File: src/rtl/alu_seq_pkg.sv
// Shared types for the sequential ALU: op encodings, FSM states, word width.
package alu_seq_pkg;

    localparam int WORD = 16;

    typedef enum logic [2:0] {
        ALU_ADD = 3'd0,
        ALU_AND = 3'd1,
        ALU_OR  = 3'd2,
        ALU_XOR = 3'd3,
        ALU_SUB = 3'd4,
        ALU_SLT = 3'd5,
        ALU_SHL = 3'd6,
        ALU_SHR = 3'd7
    } alu_op_e;

    typedef enum logic [1:0] {
        ST_IDLE  = 2'd0,
        ST_SHIFT = 2'd1,
        ST_DONE  = 2'd2
    } state_e;

    function automatic logic is_shift(input alu_op_e op);
        return (op == ALU_SHL) || (op == ALU_SHR);
    endfunction

endpackage

File: src/rtl/alu_shifter.sv
// Iterative one-bit-per-cycle shifter; holds the accumulator and remaining count.
module alu_shifter #(
    parameter int WIDTH = 16,
    parameter int SHCNT = 4
) (
    input  logic             clk,
    input  logic             reset,
    input  logic             i_load,
    input  logic             i_step,
    input  logic             i_left,
    input  logic [WIDTH-1:0] i_x,
    input  logic [SHCNT-1:0] i_amt,
    output logic [WIDTH-1:0] o_acc,
    output logic             o_done
);

    logic [WIDTH-1:0] r_acc;
    logic [SHCNT-1:0] r_cnt;
    logic             r_left;

    always_ff @(posedge clk) begin
        if (reset) begin
            r_acc  <= '0;
            r_cnt  <= '0;
            r_left <= 1'b0;
        end else if (i_load) begin
            r_acc  <= i_x;
            r_cnt  <= i_amt;
            r_left <= i_left;
        end else if (i_step && (r_cnt != '0)) begin
            r_acc <= r_left ? (r_acc << 1) : (r_acc >> 1);
            r_cnt <= r_cnt - 1'b1;
        end
    end

    assign o_acc  = r_acc;
    assign o_done = (r_cnt == '0);

endmodule

File: src/rtl/alu_seq.sv
// Handshaked ALU execution unit; logic ops finish in one cycle, shifts iterate.
module alu_seq
    import alu_seq_pkg::*;
#(
    parameter int WIDTH = WORD,
    parameter int SHCNT = 4
) (
    input  logic             clk,
    input  logic             reset,
    input  logic             req_valid,
    output logic             req_ready,
    input  logic [2:0]       req_op,
    input  logic [WIDTH-1:0] req_x,
    input  logic [WIDTH-1:0] req_y,
    output logic             resp_valid,
    input  logic             resp_ready,
    output logic [WIDTH-1:0] resp_z
);

    state_e           r_state;
    logic             r_req_ready;
    logic             r_resp_valid;
    logic [WIDTH-1:0] r_resp_z;

    alu_op_e          w_op;
    logic             w_accept;
    logic             w_shift;
    logic [WIDTH-1:0] w_result;
    logic [WIDTH-1:0] w_acc;
    logic             w_sh_done;

    assign w_op     = alu_op_e'(req_op);
    assign w_accept = req_valid && r_req_ready;
    assign w_shift  = is_shift(w_op);

    always_comb begin
        w_result = '0;
        unique case (w_op)
            ALU_ADD: w_result = req_x + req_y;
            ALU_AND: w_result = req_x & req_y;
            ALU_OR:  w_result = req_x | req_y;
            ALU_XOR: w_result = req_x ^ req_y;
            ALU_SUB: w_result = req_x - req_y;
            ALU_SLT: w_result = {{(WIDTH-1){1'b0}},
                                 ($signed(req_x) < $signed(req_y))};
            ALU_SHL: w_result = '0;
            ALU_SHR: w_result = '0;
        endcase
    end

    alu_shifter #(
        .WIDTH(WIDTH),
        .SHCNT(SHCNT)
    ) u_shifter (
        .clk    (clk),
        .reset  (reset),
        .i_load (w_accept && w_shift),
        .i_step (r_state == ST_SHIFT),
        .i_left (w_op == ALU_SHL),
        .i_x    (req_x),
        .i_amt  (req_y[SHCNT-1:0]),
        .o_acc  (w_acc),
        .o_done (w_sh_done)
    );

    // req_ready stays low through the reset cycle and rises one edge later
    always_ff @(posedge clk) begin
        if (reset) begin
            r_state      <= ST_IDLE;
            r_req_ready  <= 1'b0;
            r_resp_valid <= 1'b0;
            r_resp_z     <= '0;
        end else begin
            unique case (r_state)
                ST_IDLE: begin
                    r_req_ready <= !w_accept;
                    if (w_accept) begin
                        if (w_shift) begin
                            r_state <= ST_SHIFT;
                        end else begin
                            r_state      <= ST_DONE;
                            r_resp_valid <= 1'b1;
                            r_resp_z     <= w_result;
                        end
                    end
                end
                ST_SHIFT: begin
                    if (w_sh_done) begin
                        r_state      <= ST_DONE;
                        r_resp_valid <= 1'b1;
                        r_resp_z     <= w_acc;
                    end
                end
                ST_DONE: begin
                    if (resp_ready) begin
                        r_state      <= ST_IDLE;
                        r_resp_valid <= 1'b0;
                        r_req_ready  <= 1'b1;
                    end
                end
                default: begin
                    r_state      <= ST_IDLE;
                    r_resp_valid <= 1'b0;
                    r_req_ready  <= 1'b1;
                end
            endcase
        end
    end

    assign req_ready  = r_req_ready;
    assign resp_valid = r_resp_valid;
    assign resp_z     = r_resp_z;

endmodule
File: config.mk
export PLATFORM = sky130hd
export DESIGN_NAME = alu_seq
export DESIGN_NICKNAME = d
export VERILOG_FILES = /design/src/rtl/alu_seq_pkg.sv /design/src/rtl/alu_shifter.sv /design/src/rtl/alu_seq.sv
export SDC_FILE = /design/constraint.sdc
export NUM_CORES = 1
export LEC_CHECK = 0
export CAP_MARGIN = 0
export CORE_AREA = 8 8 142 144
export DETAILED_ROUTE_END_ITERATION = 6
export DIE_AREA = 0 0 150 152
export GPL_TIMING_DRIVEN = 0
export SYNTH_ARGS = -nofsm -noshare
export SYNTH_HDL_FRONTEND = slang
export SYNTH_SLANG_ARGS = --single-unit
File: constraint.sdc
create_clock -name clk -period 7.61 [get_ports clk]
set_input_delay 1.522 -clock clk [delete_from_list [all_inputs] [get_ports clk]]
set_output_delay 1.522 -clock clk [all_outputs]
set_load 0.05 [all_outputs]
; Word-level counts from Yosys, hierarchy flattened
; Cells that the tools add are included.
[classes]
reduce_logical = 16
eq_ne = 13
bitwise_logic = 4
mux = 22
addsub = 3
magnitude_cmp = 1
[ops]
columns = operator, count
row1 = $pmux 16 s7, 1
row2 = $mux 16, 6
row3 = $pmux 16 s2, 1
row4 = $add 16x16->16, 1
row5 = $and 16x16->16, 1
row6 = $lt 16x16->1, 1
row7 = $or 16x16->16, 1
row8 = $sub 16x16->16, 1
row9 = $xor 16x16->16, 1
row10 = $eq 3x3->1 const B, 4
row11 = $mux 2, 4
row12 = $mux 4, 2
row13 = $ne 2x2->1 const B, 4
row14 = $reduce_and 4->1, 2
row15 = $eq 3x2->1 const B, 2
row16 = $pmux 1 s3, 2
row17 = $pmux 2 s3, 1
row18 = $mux 1, 5
row19 = $logic_not 4->1, 1
row20 = $reduce_bool 2->1, 2
row21 = $reduce_bool 4->1, 1
row22 = $sub 4x1->4 const B, 1
row23 = $eq 3x1->1 const B, 1
row24 = $logic_and 1x1->1, 3
row25 = 10 further kinds, 10
[totals]
input_bits = 39
regBits = 41
output_inout_bits = 18

; Depth between registers and ports, before layout
[depth]
ltp_word = 6
mapped_depth = 11
depth_no_buf = 11

; Modules after synthesis
; From an unflattened synthesis, not the netlist that was laid out.
[unflattened]
hier_cells = 632
area_unflattened_um2 = 4853.4
[by_module_without_submodules]
columns = module, area_each_um2, seq_area_each_um2, n_inst, cells_each
row1 = alu_seq, 3538.4, 400.4, 1, 487
row2 = alu_shifter, 1315.0, 420.4, 1, 145

; Worst setup path after synthesis
; Ideal clock, no wire load.
[synth_timing]
path_type = input -> register
from = in req_x[0]
to = reg r_resp_z[12] (netlist: resp_z[12])
setup_ns = 0.133
t_arrival_ns = 3.637
slack_ns = 3.840
t_required_ns = 7.477
n_path_buf = 0
stages = 11
path_cell_list = inv_1 -> ha_1 -> fa_1 -> o21bai_2 -> a2111oi_4 -> or4_4 -> a31oi_1 -> nor2_1 -> xor2_1 -> a221oi_1 -> nor4_1
[synth_via]
elab_chain_cells = 5
word_cells_on_any_way = 6
classes_between = add/sub: 2 / mux: 4
[synth_rtl]
columns = item, line_no
row1 = start: declaration, alu_seq.sv:13  ; input logic [WIDTH-1:0] req_x,
row2 = $sub 16x16->16 or $add 16x16->16 (tied branches), "alu_seq.sv:43, alu_seq.sv:39"
row3 = $pmux 16 s7 (*), alu_seq.sv:38  ; unique case (w_op)
row4 = $mux 16 (*), alu_seq.sv:78  ; if (w_shift) begin
row5 = $mux 16 (*), alu_seq.sv:77  ; if (w_accept) begin
row6 = $pmux 16 s2 (*), alu_seq.sv:74  ; unique case (r_state)
row7 = end signal: assignment, alu_seq.sv:83  ; r_resp_z <= w_result;
row8 = end signal: assignment, alu_seq.sv:91  ; r_resp_z <= w_acc;
row9 = end: declaration, alu_seq.sv:23  ; logic [WIDTH-1:0] r_resp_z;
; Every way passes the cells marked *; elsewhere a longest branch is shown, timed or not. The select of a mux whose other input is x is not followed.
; A chain may end at the register's enable or synchronous reset.

; Worst setup path in the final report
; Same ends and word-level chain as after synthesis.

==> results.ini <==
[grt]
grt_use_total_pct=14.0
first_global_vias=4648
grt_start_max_net_pins=14
grt_pass1_wl_mm=25.8
grt_overflow=0
grt_antenna_before_repair=0

[worst_setup_path]
rr_worst_depth=9
path_max_fanout=3
crit_path_end_kind=flip-flop
critPathArrivalTime_ns=4.69
r2r_slack_ns=4.61
timing.rr.start=r_state[0]
reg2reg_to=resp_z[5]
path_class=in -> reg
required_ns=7.77
worstSetupStartpointType=input port

[power]
p_clk_share_pct=32.6
finalPower_w=0.000770
pwr-share-comb_pct=37.0
p_int_w=0.000495
swShare_pct=35.7
p_sw_w=0.000275
ir_worst_vdd_v=0.0000888
power.density_nw_per_um2=143
seq_power_share_pct=30.3
p_leak_nw=2.05

[floorplan]
num_io_pins=57
die_area_um2=22800
std_cell_rows=49
core-area_um2=17800
die_h_um=152
die_x_um=150
initial_utilization_pct=24.6

[finish]
multiInputGateArea_um2=3200
drive_gt1_share_pct=4.61
antenna_cells=0
regArea_um2=821
fillerInstances=1971
area_growth_syn_to_layout_pct=22.9
nets=761

[detailed_routing]
firstDrtPassIters=6
ant_nets=0
drc=0
drt-initial-drc-count=460
vias=4754
viasPerCell=5.28
wl_per_cell_um=18.1
routed_wirelength_mm=16.3

[job]
drv_cap=0

[clock_network]
clock_latency_ns=0.29
cts-root-buf=clkbuf_16
htreeDepth=2
clockBufferDepth=2
path_clk_slew_ns=0.06
cts_sinks=41
post_cts_buffers=0
cts_inserted_buffers=5
cts_tree=done
cts_resized=0
hold_buffers=0

[logic_synthesis]
syn_area_um2=4380
async_reset_ff_share_pct=0
synthTopCellsByArea=dfxtp_1 (19%), ha_1 (14%), a21oi_1 (7.0%), nand2_1 (5.8%), nor2_1 (5.2%)
yosys_warnings=0
syn_inst=610
synth_top_family_by_area=compound AO/OA/AOI/OAI gates
synthAdderAreaFrac_pct=14.9
yosysUniqueCellTypes=71
postSynthAreaPerCell_um2=7.18
yosys.area_share.simple_pct=20.2
synth-compound-area-share_pct=31.6
synth_edf_count=0
synth-xor-area-share_pct=2.20
synth_ff_type=dfxtp_1
synth_top_area_share_pct=18.7
seq_area_frac_synth_pct=18.7
muxShareOfSynthArea_pct=4.11
yosysMostFrequentCell=nand2_1
syn-num-nets=700
synth_commonest_cells=nand2_1 (68), a21oi_1 (61), nor2_1 (61)
synth_top_cell_by_area=dfxtp_1
ys_ff_latch=41

[timing]
fmax_mhz=221
post-route-period-util_pct=59.6
relSlewSlack_pct=41.3
report.final.slew_viol_count=0
rsz0062_at_grt=no
setup_viol=0
period_needed_ns=4.53
finClkSkew_ns=0.0102
final.setup.tns_ns=0
hold_viol=0
worst_pin_slew_ns=0.873

[place]
port_buffers=54
place_hpwl_mm=12.8
place_congestion=0.927

[status]
status=complete, no violations

[hold_path]
hold_depth=2
hp-class=reg -> reg
holdPathEnd=resp_z[10]
hold_start=resp_z[10]

==> how the worst max path moves through the flow <==
stage,to,slack [ns],start
global placement,resp_z[12],2.84,req_x[0]
detailed placement,resp_z[12],2.81,req_x[0]
finish,resp_z[12],3.08,req_x[0]
CTS,resp_z[12],3.10,req_x[0]
global route,resp_z[12],2.95,req_x[0]
floorplan,resp_z[12],3.84,req_x[0]
==> layout make-up <==
cell class,instances,share of cell area (%)
Buffer,38,2.81
Clock inverter,2,0.697
Clock buffer,6,2.58
Timing Repair Buffer,54,10.0
Tap cell,229,5.32
Inverter,56,3.91
Multi-Input combinational cell,475,59.4
Sequential cell,41,15.2
==> cells by family (layout without fill, tap and decap cells) <==
logic type | Yosys count | after routing
XOR/XNOR | 11 | 11
flip-flops | 41 | 41
multiplexers | 18 | 18
AO/OA/AOI/OAI | 202 | 202
AND/OR/NAND/NOR | 193 | 193
adder cells (fa/ha/maj) | 51 | 51
buffers and inverters | 94 | 156
==> metal layers <==
metal	up-vias	GRT usage (%)	part of all wire, %
met5	-	0	0
met4	0	5.05	2.9
met3	34	2.76	7.7
met2	215	21.7	43
met1	2195	18.8	46
li1	2310	-	-
==> power groups by stage <==
stage,sequential (W),combinational [W],clock (W)
global route,0.000234,0.000311,0.000264
global placement,0.000238,0.000278,0
finish,0.000234,0.000285,0.000251
CTS,0.000233,0.000281,0.000255
floorplan,0.000258,0.000165,0
detailed placement,0.000238,0.000280,0
==> registers in the layout (all words and copies together) (netlist names) <==
name and count:
req_ready 1, r_state 2, u_shifter.r_left 1, u_shifter.o_acc 16
u_shifter.r_cnt 4, resp_z 16, resp_valid 1
==> layout by cell type (no fill, tap or decap), types with 8 or more instances in the layout <==
cell type / instances
nand2_1: 68
a221oi_1: 8
nor3_1: 18
inv_1: 55
o211ai_1: 21
nand3_1: 9
o21ai_0: 32
a21oi_1: 61
a211oi_1: 9
xnor2_1: 9
mux2i_1: 18
clkdlybuf4s50_1: 54
nor2_1: 61
clkbuf_1: 30
dfxtp_1: 41
ha_1: 49
==> worst max-delay path: stages <==
cell	delay, ns
clkdlybuf4s50_1	0.57
inv_1	0.11
ha_1	0.23
fa_1	0.42
o21bai_2	0.28
a2111oi_4	0.13
or4_4	0.48
a31oi_1	0.20
nor2_1	0.07
xor2_1	0.14
a221oi_1	0.46
nor4_1	0.08
==> stage by stage <==
| stage | area, um^2 | utilization [%] | setup slack [ns] | cells | hold WS (ns) |
|---|---|---|---|---|---|
| finish | 5380 | 30.3 | 3.08 | 901 | 0.461 |
| global route | 5380 | 30.3 | 2.95 | 901 | 0.475 |
| CTS | 5380 | 30.3 | 3.10 | 901 | 0.460 |
| detailed placement | 5210 | 29.3 | 2.81 | 893 | 0.450 |
| global placement | 5210 | 29.3 | 2.84 | 893 | 0.449 |
| floorplan | 4380 | - | 3.84 | 610 | 0.455 |
No activity file was read; power rests on OpenSTA's default activity.
